--- src/rtl/axis_pkg.sv ---
// Shared AXI4-Stream helpers: TKEEP width derivation and beat field layout.
// A stored beat is packed as {TLAST, TUSER, TKEEP, TDATA}, with TDATA at bit 0.
// Ports: none (package).
package axis_pkg;

   // Byte-qualifier width for a given TDATA width.
   function automatic int unsigned keep_w(input int unsigned data_w);
      return data_w / 8;
   endfunction

   // Bit offsets of each field inside a packed beat.
   localparam int unsigned OFF_DATA = 0;

   function automatic int unsigned off_keep(input int unsigned data_w);
      return data_w;
   endfunction

   function automatic int unsigned off_user(input int unsigned data_w);
      return data_w + keep_w(data_w);
   endfunction

   function automatic int unsigned off_last(input int unsigned data_w,
                                            input int unsigned user_w);
      return data_w + keep_w(data_w) + user_w;
   endfunction

   // Total width of one packed beat.
   function automatic int unsigned beat_w(input int unsigned data_w,
                                          input int unsigned user_w);
      return data_w + keep_w(data_w) + user_w + 1;
   endfunction

endpackage

--- src/rtl/axis_buf_ram.sv ---
// Beat storage for axis_buf: DEPTH x WIDTH register array.
// Ports:
//   clk_i    clock
//   we_i     write enable (sync write on posedge)
//   waddr_i  write address
//   wdata_i  write data
//   raddr_i  read address (asynchronous read)
//   rdata_c  read data, combinational from the array
// Contents are intentionally not reset.
module axis_buf_ram #(
   parameter int unsigned WIDTH = 74,
   parameter int unsigned DEPTH = 4,
   parameter int unsigned AW    = 2
) (
   input  logic             clk_i,
   input  logic             we_i,
   input  logic [AW-1:0]    waddr_i,
   input  logic [WIDTH-1:0] wdata_i,
   input  logic [AW-1:0]    raddr_i,
   output logic [WIDTH-1:0] rdata_c
);

   logic [WIDTH-1:0] mem_q [DEPTH];

   // Single synchronous write port.
   always_ff @(posedge clk_i) begin
      if (we_i) begin
         mem_q[waddr_i] <= wdata_i;
      end
   end

   assign rdata_c = mem_q[raddr_i];

endmodule

--- src/rtl/axis_buf.sv ---
// AXI4-Stream elastic buffer, DEPTH beats of {TLAST,TUSER,TKEEP,TDATA}.
// Full throughput; s_TREADY and m_TVALID come from registers only, so there
// is no combinational path from m_TREADY to s_TREADY.
// Optional store-and-forward: define AXIS_BUF_PKT_MODE_EN to hold output
// until a complete packet is stored (or the buffer is full).
// Ports:
//   ACLK, ARESET               clock, synchronous active-high reset
//   s_TVALID/s_TREADY/s_T*     upstream slave stream
//   m_TVALID/m_TREADY/m_T*     downstream master stream
//   level                      beats currently stored, 0..DEPTH
module axis_buf
   import axis_pkg::*;
#(
   parameter int unsigned DATA_W = 64,
   parameter int unsigned USER_W = 1,
   parameter int unsigned DEPTH  = 4
) (
   input  logic                     ACLK,
   input  logic                     ARESET,
   input  logic                     s_TVALID,
   output logic                     s_TREADY,
   input  logic [DATA_W-1:0]        s_TDATA,
   input  logic [DATA_W/8-1:0]      s_TKEEP,
   input  logic [USER_W-1:0]        s_TUSER,
   input  logic                     s_TLAST,
   output logic                     m_TVALID,
   input  logic                     m_TREADY,
   output logic [DATA_W-1:0]        m_TDATA,
   output logic [DATA_W/8-1:0]      m_TKEEP,
   output logic [USER_W-1:0]        m_TUSER,
   output logic                     m_TLAST,
   output logic [$clog2(DEPTH):0]   level
);

   localparam int unsigned KEEP_W = keep_w(DATA_W);
   localparam int unsigned AW     = $clog2(DEPTH);
   localparam int unsigned PW     = AW + 1;
   localparam int unsigned BEAT_W = beat_w(DATA_W, USER_W);
   localparam int unsigned O_KEEP = off_keep(DATA_W);
   localparam int unsigned O_USER = off_user(DATA_W);
   localparam int unsigned O_LAST = off_last(DATA_W, USER_W);

   logic [PW-1:0]     wr_q, wr_d, rd_q, rd_d, level_q, level_d;
   logic              s_tready_q, s_tready_d, m_tvalid_q, m_tvalid_d;
   logic              wr_en, rd_en, empty_d, full_d;
   logic [BEAT_W-1:0] wbeat, rbeat;

   assign wr_en = s_TVALID && s_tready_q;
   assign rd_en = m_tvalid_q && m_TREADY;

   // Pack the incoming beat.
   always_comb begin
      wbeat                       = '0;
      wbeat[OFF_DATA +: DATA_W]   = s_TDATA;
      wbeat[O_KEEP   +: KEEP_W]   = s_TKEEP;
      wbeat[O_USER   +: USER_W]   = s_TUSER;
      wbeat[O_LAST]               = s_TLAST;
   end

   axis_buf_ram #(
      .WIDTH (BEAT_W),
      .DEPTH (DEPTH),
      .AW    (AW)
   ) u_ram (
      .clk_i   (ACLK),
      .we_i    (wr_en),
      .waddr_i (wr_q[AW-1:0]),
      .wdata_i (wbeat),
      .raddr_i (rd_q[AW-1:0]),
      .rdata_c (rbeat)
   );

   assign m_TDATA = rbeat[OFF_DATA +: DATA_W];
   assign m_TKEEP = rbeat[O_KEEP   +: KEEP_W];
   assign m_TUSER = rbeat[O_USER   +: USER_W];
   assign m_TLAST = rbeat[O_LAST];

`ifdef AXIS_BUF_PKT_MODE_EN
   logic [PW-1:0] pkt_cnt_q, pkt_cnt_d;
   logic          pkt_in, pkt_out;

   assign pkt_in  = wr_en && s_TLAST;
   assign pkt_out = rd_en && m_TLAST;

   // Count of complete packets held; in and out in one cycle cancel.
   always_comb begin
      pkt_cnt_d = pkt_cnt_q;
      if (pkt_in && !pkt_out) begin
         pkt_cnt_d = pkt_cnt_q + PW'(1);
      end else if (!pkt_in && pkt_out) begin
         pkt_cnt_d = pkt_cnt_q - PW'(1);
      end
   end

   always_ff @(posedge ACLK) begin
      if (ARESET) begin
         pkt_cnt_q <= '0;
      end else begin
         pkt_cnt_q <= pkt_cnt_d;
      end
   end
`endif

   // Next pointer state; flags are derived from next state so the
   // handshake outputs can be registered without losing a cycle.
   always_comb begin
      wr_d = wr_q;
      rd_d = rd_q;
      if (wr_en) begin
         wr_d = wr_q + PW'(1);
      end
      if (rd_en) begin
         rd_d = rd_q + PW'(1);
      end
      empty_d    = (wr_d == rd_d);
      full_d     = (wr_d[AW] != rd_d[AW]) && (wr_d[AW-1:0] == rd_d[AW-1:0]);
      level_d    = wr_d - rd_d;
      s_tready_d = !full_d;
`ifdef AXIS_BUF_PKT_MODE_EN
      // The full term releases packets longer than DEPTH.
      m_tvalid_d = !empty_d && ((pkt_cnt_d != '0) || full_d);
`else
      m_tvalid_d = !empty_d;
`endif
   end

   always_ff @(posedge ACLK) begin
      if (ARESET) begin
         wr_q       <= '0;
         rd_q       <= '0;
         level_q    <= '0;
         s_tready_q <= 1'b0;
         m_tvalid_q <= 1'b0;
      end else begin
         wr_q       <= wr_d;
         rd_q       <= rd_d;
         level_q    <= level_d;
         s_tready_q <= s_tready_d;
         m_tvalid_q <= m_tvalid_d;
      end
   end

   assign s_TREADY = s_tready_q;
   assign m_TVALID = m_tvalid_q;
   assign level    = level_q;

endmodule

--- config.mk ---
export PLATFORM = sky130hd
export DESIGN_NAME = axis_buf
export DESIGN_NICKNAME = d
export VERILOG_FILES = /design/src/rtl/axis_pkg.sv /design/src/rtl/axis_buf_ram.sv /design/src/rtl/axis_buf.sv
export SDC_FILE = /design/constraint.sdc
export NUM_CORES = 1
export LEC_CHECK = 0
export ABC_AREA = 1
export ABC_CLOCK_PERIOD_IN_PS = 8400
export BUFFER_PORTS_ARGS = -buffer_cell sky130_fd_sc_hd__clkbuf_2
export CORE_MARGIN = 3
export CORE_UTILIZATION = 49
export DETAILED_ROUTE_END_ITERATION = 8
export GPL_TIMING_DRIVEN = 0
export PLACE_DENSITY = 0.71
export SLEW_MARGIN = 40
export SYNTH_ARGS = -nofsm -noshare
export SYNTH_HDL_FRONTEND = slang
export SYNTH_SLANG_ARGS = --single-unit
export TNS_END_PERCENT = 10
--- constraint.sdc ---
create_clock -name ACLK -period 8.4 [get_ports ACLK]
set_input_delay 0.42 -clock ACLK [delete_from_list [all_inputs] [get_ports ACLK]]
set_output_delay 0.42 -clock ACLK [all_outputs]
set_load 0.05 [all_outputs]
Yosys cells after proc, flatten, opt, wreduce, memory -nomap -nowiden. Memory sizes are Yosys's and may differ from the RTL's. A register that Yosys moved wholly into a read port is not among the register bits. Index checks and enable logic that the tools add are counted.

Flip-flop bits (word level): 11. Memory bits (writable): 296. Output and inout bits: 79. Memories: 1.

$add $sub $neg: 3. Equal/unequal tests: 3. Mux-type cells: 5. Reduce and logical (&&, ||, !) cells: 5.

Memories: u_ram.mem_q (words 4, bits a word 74, rd ports 1, clocked after Yosys merged registers in 1, write ports 1, RTL line axis_buf_ram.sv:23) `logic [WIDTH-1:0] mem_q [DEPTH];`.

Operators by type and width (number): 3-bit by 1-bit adder with 3-bit output (second input constant) (2); 3-bit two-way mux (2); 3-bit == test (1); 1-bit logical AND (3); 3-bit subtractor (1); 2-bit == test (1); 1-bit zero test (2); 1-bit two-way mux (2); 2-bit two-way mux (1); 1-bit inequality test (1).

Logic depth before layout (Yosys ltp). Gate-level depths: netlist (run 1).

Depth after elaboration: 5. Depth in mapped cells: 11.

Modules after synthesis. Synthesis (run 1) repeated with hierarchy kept, for this count alone.

Cell total of the unflattened synthesis: 1250. Area total of the unflattened synthesis: 13097.6 um^2.

By module, submodules not included: axis_buf_ram (times used 1, cells an instance 1168, area each 12518.3 um^2, seq. area each 8888.5 um^2); axis_buf (times used 1, cells an instance 82, area each 579.3 um^2, seq. area each 220.2 um^2).

Worst setup path before layout (run 1). No wires, ideal clock.

Kind: register to register. Start point: register s_tready_q, in the netlist s_TREADY. End point: register m_tvalid_q, in the netlist m_TVALID. Setup time: 109 ps. Arrival: 4599 ps. Data required time: 8291 ps. Slack: 3692 ps. Stages on the path, launching flop included: 10. Path buffers: 0. Period minus slack after synthesis: 4708 ps. Cell sequence: dfxtp_1 -> nand2_2 -> nor2_1 -> nand2_1 -> nand2_1 -> nand2_1 -> nand2_1 -> nand2_1 -> nand2_1 -> inv_1.

Longest elaborated chain between the ends: 4.

RTL lines: start, declared (RTL line axis_buf.sv:44) `logic s_tready_q, s_tready_d, m_tvalid_q, m_tvalid_d;`; start signal, assigned (RTL line axis_buf.sv:138) `s_tready_q <= s_tready_d;`; 1-bit logical AND (RTL line axis_buf.sv:48) `assign wr_en = s_TVALID && s_tready_q;`; 3-bit two-way mux (RTL line axis_buf.sv:109) `if (wr_en) begin`; 3-bit == test (RTL line axis_buf.sv:115) `empty_d = (wr_d == rd_d);`; 1-bit zero test (RTL line axis_buf.sv:123) `m_tvalid_d = !empty_d;`; end signal, assigned (RTL line axis_buf.sv:139) `m_tvalid_q <= m_tvalid_d;`; end, declared (RTL line axis_buf.sv:44).

Every way passes these cells. A chain may end at the register's enable or synchronous reset.

==> out/results.tsv, run 1 <==
stage	metric	value	unit
setup_path	required time worst endpoint	7.98	ns
sta	Final Max Tran Viols	0	
setup_path	Worst path max stage delay	0.58	ns
placement	placed instance area	13170	µm²
logic_synthesis	#FFs+latches synth	307	
layout	Finished Layout Cells	1351	
setup_path	FF-to-FF path depth	10	
logic_synthesis	area share of the leading cell type in the synthesized netlist	77.21	%
sta	Worst slew margin	55.54	%
route	Routed Antenna Nets	0	
die	Die Height	159.3	µm
sta	fmax	0.3384	GHz
placement	Cells after DPL	1292	
setup_path	CP Launch Type	register	
logic_synthesis	synth unique cells	20	
route	DR iter-0 viols	600	
route	drt via density	5.392	
logic_synthesis	Synth Net Count	891	
clocking	TritonCTS clock tree	built	
global_route	initial antenna violation count	2	
setup_path	cells along the critical path	buf_4, clkbuf_1, nor2_1, o22ai_1, clkbuf_2	
clocking	CTS H-tree depth	2	
logic_synthesis	post-synthesis sequential area ratio	79.12	%
clocking	Clock transition at path regs	0.06	ns
die	die footprint	25370	µm²
setup_path	crit end category	output pin	
route	wire per inst	19.25	µm
placement	Placer Congestion	0.7287	
die	Initial Utilization	50.39	%
layout	share of layout cells above drive strength 1	24.11	%
route	Residual DRC	0	
sta	Final WS setup	5.445	ns
clocking	TritonCTS Buffers	34	
setup_path	Setup CP Type	register to output pin	
global_route	number of global-route vias before repair	7429	
sta	worst clock skew	0.009574	ns
layout	Final Instance Area	14300	µm²
logic_synthesis	most area-consuming cells after synthesis	edfxtp_1, nor2_1, o21ai_0	
sta	Min Clock Period, post-route	2.955	ns
global_route	pin count of the biggest net entering global routing	19	
route	drt total wl	26.01	mm
placement	HPWL Detailed	16.55	mm
clocking	TritonCTS Sinks	307	
global_route	global route total overflow	0	
sta	worst slew pin tran	0.6654	ns
logic_synthesis	mean post-synth cell area	14.30	µm²
route	via count	7284	
clocking	clock tree buffer depth	3	
sta	RSZ-0062 raised after global routing	no	
placement	# port buffers	155	
clocking	clock insertion delay at the later pin of the skew report	0.50	ns
die	IO Pins	157	
sta	Setup TNS Final	0	ns
sta	Fin Hold WS	0.1315	ns
pwr	IR Drop Worst-Case VDD	218.5	µV
layout	Synth-to-Final Area Change	24.17	%
job	max_cap viols	0	
layout	nets@finish	1101	
clocking	Post-CTS Repair Setup Buffers	0	
worst_hold_path	min-delay worst type	primary input to register	
layout	fill count	1730	
sta	# setup viols final	0	
global_route	Tot GR Track Use	20.35	%
pwr	power density cells	293.2	nW/µm²
die	# rows	55	
logic_synthesis	Syn. warnings	0	
pwr	leakage power	5.169	nW
logic_synthesis	Post-Syn Instances	805	
setup_path	CP arrival	2.53	ns
setup_path	Worst Path Max Fanout	10	
worst_hold_path	Hold Crit Depth	1	
global_route	first-pass GRT wire length	40.32	mm
clocking	hold buffers post-CTS	0	
outcome	outcome	complete, no violations	
layout	fin util	62.57	%
logic_synthesis	Synth area leader	edfxtp_1	
die	Horiz. Die Dim	159.3	µm
route	drt pass-1 iters	6	
setup_path	slowest CP cell	dfxtp_1	
die	core area	22850	µm²
sta	final hold viol count	0	
logic_synthesis	Post-Syn Area	11510	µm²
pwr	final total power	4.191	mW
clocking	Gates resized, CTS repair	0	
placement	dpl ws	5.952	ns
clocking	CTS root buf	clkbuf_16	
sta	Tcrit/Tclk final	35.18	%
==> final timing paths <==
check	slack, ns	start	end
max reg2reg	6.08	rd_q[0]	level[2]
min reg2reg	0.57	wr_q[2]	wr_q[2]
max	5.45	rd_q[0]	m_TDATA[29]
min	0.13	s_TDATA[13]	u_ram.mem_q[0][13]
==> power breakdown <==
part	total [mW]	internal (mW)	leakage (nW)	switching, mW
Clock	1.47	0.917	0.545	0.556
Combinational	0.973	0.222	1.84	0.751
Sequential	1.74	1.73	2.78	0.0163
==> critical path: cells and delay by family, from the launching register on <==
kind,cells,cell delay (ns)
compound gates,1,0.25
flops,1,0.58
buf+inv,3,1.10
simple gates,1,0.10
==> placed cells by master (no fill, tap or decap), types with 2 or more instances in the layout <==
master / instances
buf_16: 14
buf_2: 12
buf_4: 10
buf_8: 5
bufinv_16: 4
clkbuf_1: 30
clkbuf_16: 37
clkbuf_2: 156
clkinv_1: 7
clkinv_2: 3
dfxtp_1: 11
edfxtp_1: 296
ha_1: 7
inv_1: 19
nand2_1: 27
nand3_1: 4
nor2_1: 158
nor2_4: 4
o21ai_0: 104
o21ai_1: 46
o22ai_1: 74
xor2_1: 2
==> state kept, by name (all words and copies together), names as in the netlist <==
signal       flops
u_ram.mem_q    296
rd_q             3
wr_q             3
s_TREADY         1
m_TVALID         1
level            3
==> layout make-up <==
| class | count | area [µm²] | share of cell area, % |
|---|---|---|---|
| clock inverters | 16 | 177.7 | 1.243 |
| diodes | 1 | 2.502 | 0.01751 |
| flip-flops and latches | 307 | 9109 | 63.72 |
| plain buffers | 49 | 245.2 | 1.716 |
| repair buffers | 174 | 1236 | 8.648 |
| multi-input cells | 429 | 2111 | 14.77 |
| well taps | 313 | 391.6 | 2.740 |
| clock buffers | 42 | 944.7 | 6.608 |
| inverters | 20 | 77.57 | 0.5427 |
==> synthesized netlist by cell type (all sizes together) <==
cell type and count:
buf 23, clkbuf 26, dfxtp 11, edfxtp 296
fa 1, ha 7, inv 20, nand2 28
nand3 4, nand4 1, nor2 162, o21ai 150
o22ai 74, xor2 2
==> per-layer routing <==
layer	global-route usage (%)	vias up	wire (µm)
met2	34.11	274	12810
met4	5.651	2	502
met3	4.995	49	1897
met1	26.78	3532	10790
li1	-	3427	-
met5	0	-	13
==> kinds of logic after synthesis <==
logic type               after synthesis  share of synthesized area [%]
AO/OA/AOI/OAI                        224                          10.54
XOR/XNOR                               2                         0.1522
adder cells (fa/ha/maj)                8                         0.9347
buffers and inverters                 69                          2.804
flip-flops                           307                          79.12
AND/OR/NAND/NOR                      195                          6.445
(Power assumes the default switching activity.)
==> run 2, diff against run 1 <==
Settings changed: ABC_CLOCK_PERIOD_IN_PS 8400 to 3000.
Clock period 8.4 ns to 3 ns, I/O delays scaled along.
==> out/results.tsv, run 2 (synthesized netlist as in run 1, its figures left out) <==
stage	metric	value	unit
outcome	outcome	complete, no violations	
job	max_cap viols	0	
clocking	Clock transition at path regs	0.06	ns
die	Die Height	159.3	µm
die	IO Pins	157	
worst_hold_path	min-delay worst type	primary input to register	
sta	Tcrit/Tclk final	90.00	%
clocking	clock insertion delay at the later pin of the skew report	0.57	ns
setup_path	reg-to-reg slack, setup	0.72	ns
placement	Placer Congestion	0.7413	
die	die footprint	25370	µm²
route	via count	7463	
layout	nets@finish	1174	
placement	HPWL Detailed	16.17	mm
layout	multi-input combinational cell area	2111	µm²
route	wire per inst	18.12	µm
setup_path	Setup CP Type	register to output pin	
setup_path	CP startpoint	rd_q[0]	
pwr	Power Internal	7.813	mW
sta	# setup viols final	0	
layout	most frequent cells in the layout	edfxtp_1, nor2_1, clkbuf_2, o21ai_0, dlygate4sd3_1	
route	DR iter-0 viols	564	
pwr	leakage power	5.431	nW
die	Initial Utilization	50.39	%
layout	fin util	65.23	%
layout	share of layout cells above drive strength 1	22.82	%
global_route	pin count of the biggest net entering global routing	19	
pwr	power density cells	773.8	nW/µm²
setup_path	Worst Path Max Fanout	10	
pwr	switching share of power	32.25	%
route	Routed Antenna Nets	0	
global_route	global route total overflow	0	
clocking	TritonCTS Buffers	31	
sta	Final Max Tran Viols	0	
sta	Final WS setup	0.3001	ns
sta	Min Clock Period, post-route	2.700	ns
layout	fill count	1698	
setup_path	CP Launch Type	register	
sta	Setup TNS Final	0	ns
clocking	clock tree buffer depth	3	
clocking	Gates resized, CTS repair	0	
placement	dpl ws	0.6631	ns
die	# rows	55	
sta	final hold viol count	0	
global_route	initial antenna violation count	1	
layout	FF+latch area	9109	µm²
worst_hold_path	Hold Crit Depth	5	
route	drt via density	5.230	
pwr	IR Drop Worst-Case VDD	633.0	µV
clocking	CTS root buf	clkbuf_16	
die	core area	22850	µm²
setup_path	FF-to-FF path depth	10	
pwr	sequential fraction of design power	42.3	%
sta	Worst slew margin	60.55	%
layout	Most flops, register	u_ram.mem_q	
clocking	TritonCTS Sinks	307	
global_route	first-pass GRT wire length	40.80	mm
layout	Synth-to-Final Area Change	29.45	%
route	drt pass-1 iters	5	
sta	worst slew pin tran	0.5903	ns
pwr	fraction of power consumed by combinational cells	24.3	%
sta	RSZ-0062 raised after global routing	no	
pwr	final total power	11.53	mW
global_route	Tot GR Track Use	20.24	%
layout	number of flip-flops in the largest register	296	
clocking	TritonCTS clock tree	built	
pwr	net switching power	3.719	mW
setup_path	crit end category	output pin	
route	drt total wl	25.86	mm
setup_path	worst r2r src	rd_q[0]	
placement	# port buffers	155	
sta	worst clock skew	0.02267	ns
die	Horiz. Die Dim	159.3	µm
setup_path	required time worst endpoint	2.85	ns
pwr	clock share of power	33.4	%
layout	commonest non-fill, non-tap cell in the layout	edfxtp_1	
setup_path	CP arrival	2.55	ns
route	Residual DRC	0	
global_route	number of global-route vias before repair	7662	
worst_hold_path	hold path start	s_TVALID	
clocking	CTS H-tree depth	1	
sta	fmax	0.3704	GHz
==> run 2: changes by cell type in the layout (fill, tap and decap cells not counted), moves of 4 or more <==
cell and change:
dlygate4sd3_1 +76, buf_16 -6, clkbuf_8 +5, clkinv_2 +4, clkbuf_16 -6, clkinv_1 -7
buf_8 +6
==> run 2: metrics by stage <==
stage / cells / hold WS, ns / area (µm²)
after floorplan: 805 / 0.2489 / 11530
after global placement: 1273 / 0.3669 / 12690
after detailed placement: 1292 / 0.3687 / 13100
after CTS: 1426 / 0.003543 / 14900
after global routing: 1427 / 0.1207 / 14900
final: 1427 / 0.02381 / 14900
==> run 2: timing repair <==
action | in CTS | in global routing
hold buffers | 76 | 0
buffers inserted | 0 | 0
endpoints found under the hold margin | 302 | 0
==> run 2: cell type report <==
cell class / instances / share of cell area [%]
Sequential cell: 307 / 61.12
Multi-Input combinational cell: 429 / 14.16
Timing Repair Buffer: 250 / 12.90
Clock buffer: 44 / 5.869
Tap cell: 313 / 2.628
Buffer: 49 / 1.646
Clock inverter: 14 / 1.142
Inverter: 20 / 0.5205
Antenna cell: 1 / 0.01679
==> run 2: worst max-delay path: stages, from the launching register on <==
cell,delay (ns)
dfxtp_1,0.58
buf_4,0.31
clkbuf_1,0.48
nor2_1,0.11
o22ai_1,0.19
clkbuf_2,0.31
==> run 2: per-layer routing <==
| metal | global-route usage (%) | share of wire (%) | vias to the layer above |
|---|---|---|---|
| li1 | - | - | 3579 |
| met2 | 34.52 | 49 | 228 |
| met4 | 5.969 | 2.7 | 0 |
| met1 | 26.89 | 43 | 3604 |
| met3 | 3.616 | 5.9 | 52 |
| met5 | 0 | 0 | - |
==> run 2: path summary, 6_finish.rpt <==
path,endpoint
min reg2reg,wr_q[2]
max,m_TDATA[34]
max reg2reg,level[2]
min,wr_q[2]
==> run 2: power groups by stage <==
stage               Combinational (mW)  Clock [mW]  Sequential (mW)
floorplan                         1.88           0             5.03
global placement                  2.66           0             4.98
detailed placement                2.73           0             4.97
CTS                               2.82        3.93             4.88
global route                      2.99        4.10             4.89
finish                            2.80        3.85             4.88
==> run 3, diff against run 2 <==
Settings changed: BUFFER_PORTS_ARGS -buffer_cell sky130_fd_sc_hd__clkbuf_2 to -buffer_cell sky130_fd_sc_hd__buf_2.
==> out/results.tsv, run 3 (synthesized netlist as in run 1, its figures left out) <==
stage	metric	value	unit
sta	Tcrit/Tclk final	89.05	%
global_route	Tot GR Track Use	20.16	%
setup_path	capturing point of the worst reg2reg path	level[2]	
pwr	IR Drop Worst-Case VDD	654.9	µV
global_route	pin count of the biggest net entering global routing	19	
pwr	power density cells	769.2	nW/µm²
setup_path	CP arrival	2.52	ns
global_route	global route total overflow	0	
outcome	outcome	complete, no violations	
die	die footprint	25370	µm²
route	DR iter-0 viols	553	
placement	Placer Congestion	0.7491	
sta	worst slew pin tran	0.5919	ns
sta	Min Clock Period, post-route	2.671	ns
placement	# port buffers	155	
layout	fill count	1690	
setup_path	worst r2r src	rd_q[0]	
pwr	final total power	11.49	mW
sta	Final Max Tran Viols	0	
sta	fmax	0.3743	GHz
setup_path	required time worst endpoint	2.85	ns
setup_path	reg-to-reg slack, setup	0.69	ns
setup_path	FF-to-FF path depth	10	
layout	Finished Layout Cells	1425	
clocking	TritonCTS Sinks	307	
layout	nets@finish	1174	
pwr	sequential fraction of design power	42.5	%
worst_hold_path	hold path start	s_TVALID	
die	IO Pins	157	
pwr	net switching power	3.674	mW
worst_hold_path	Hold Crit Depth	5	
setup_path	Setup CP Type	register to output pin	
layout	FF+latch area	9109	µm²
clocking	clock tree buffer depth	3	
die	# rows	55	
die	Initial Utilization	50.39	%
route	drt pass-1 iters	5	
setup_path	crit end category	output pin	
die	Die Height	159.3	µm
die	Horiz. Die Dim	159.3	µm
die	core area	22850	µm²
pwr	clock share of power	33.0	%
global_route	first-pass GRT wire length	40.74	mm
clocking	Post-CTS Repair Setup Buffers	0	
route	wire per inst	18.47	µm
layout	Synth-to-Final Area Change	29.70	%
sta	RSZ-0062 raised after global routing	no	
route	drt total wl	26.32	mm
sta	final hold viol count	0	
layout	Most flops, register	u_ram.mem_q	
clocking	TritonCTS Buffers	31	
worst_hold_path	worst hold endpoint	wr_q[2]	
sta	worst clock skew	0.007509	ns
layout	commonest non-fill, non-tap cell in the layout	edfxtp_1	
sta	# setup viols final	0	
layout	number of flip-flops in the largest register	296	
clocking	Clock transition at path regs	0.06	ns
pwr	leakage power	5.398	nW
layout	most frequent cells in the layout	edfxtp_1, buf_2, nor2_1, o21ai_0, dlygate4sd3_1	
route	drt via density	5.243	
global_route	initial antenna violation count	1	
global_route	number of global-route vias before repair	7543	
clocking	Gates resized, CTS repair	0	
pwr	switching share of power	31.99	%
placement	Cells after DPL	1292	
layout	multi-input combinational cell area	2111	µm²
clocking	TritonCTS clock tree	built	
job	max_cap viols	0	
route	via count	7471	
sta	Worst slew margin	60.44	%
layout	share of layout cells above drive strength 1	22.32	%
route	Residual DRC	0	
pwr	fraction of power consumed by combinational cells	24.5	%
clocking	CTS H-tree depth	1	
clocking	clock insertion delay at the later pin of the skew report	0.55	ns
setup_path	Worst Path Max Fanout	10	
clocking	CTS root buf	clkbuf_16	
placement	HPWL Detailed	16.25	mm
pwr	Power Internal	7.811	mW
worst_hold_path	min-delay worst type	primary input to register	
setup_path	CP Launch Type	register	
route	Routed Antenna Nets	0	
[run 3: layout make-up]
type / count / area share (%)
Antenna cell: 1 / 0.01676
Buffer: 49 / 1.642
Clock buffer: 45 / 5.882
Clock inverter: 11 / 0.8882
Inverter: 20 / 0.5195
Multi-Input combinational cell: 429 / 14.14
Sequential cell: 307 / 61.00
Tap cell: 313 / 2.623
Timing Repair Buffer: 250 / 13.29
[run 3: critical path, cell delays in order (launching register included)]
cell and delay, ns:
dfxtp_1 0.59, buf_4 0.30, clkbuf_1 0.47, nor2_1 0.10, o22ai_1 0.21, buf_2 0.31
[run 3: what timing repair did]
action	CTS	global route
hold endpoints to repair	303	0
hold buffers	76	0
setup endpoints to repair	0	0
[run 3: through the flow]
stage	hold WS (ns)	TNS [ns]	utilization, %	instance area, µm²	setup slack [ns]
after detailed placement	0.3656	0	57.59	13160	0.6659
after global placement	0.3630	-302.12	55.56	12690	-1.418
final	0.06634	0	65.36	14930	0.3285
after floorplan	0.2489	-61.36	-	11530	-0.2764
after CTS	0.04181	0	65.35	14930	0.2539
after global routing	0.1058	0	65.36	14930	0.1445
[run 3: worst max-delay path by stage]
stage | start | endpoint | slack (ns) | cells past startpoint
after detailed placement | rd_q[0] | level[2] | 0.67 | 10
after CTS | rd_q[0] | m_TDATA[29] | 0.25 | 5
after floorplan | s_TREADY | u_ram.mem_q[0][0] | -0.28 | 2
after global placement | wr_q[0] | u_ram.mem_q[0][3] | -1.42 | 4
after global routing | rd_q[0] | m_TDATA[49] | 0.14 | 5
final | rd_q[0] | m_TDATA[37] | 0.33 | 5
[run 3: metal layers]
metal,global-route usage [%],vias up,wire length [µm]
li1,-,3571,-
met1,26.55,3602,11180
met2,34.37,240,12880
met4,6.168,0,706
met3,3.798,58,1552
met5,0,-,0
[run 3: power by group through the flow]
stage               logic, mW  clock network (mW)  registers (mW)
floorplan                1.88                   0            5.03
finish                   2.81                3.79            4.88
CTS                      2.83                3.86            4.88
global route             2.99                4.02            4.89
detailed placement       2.74                   0            4.97
global placement         2.66                   0            4.98
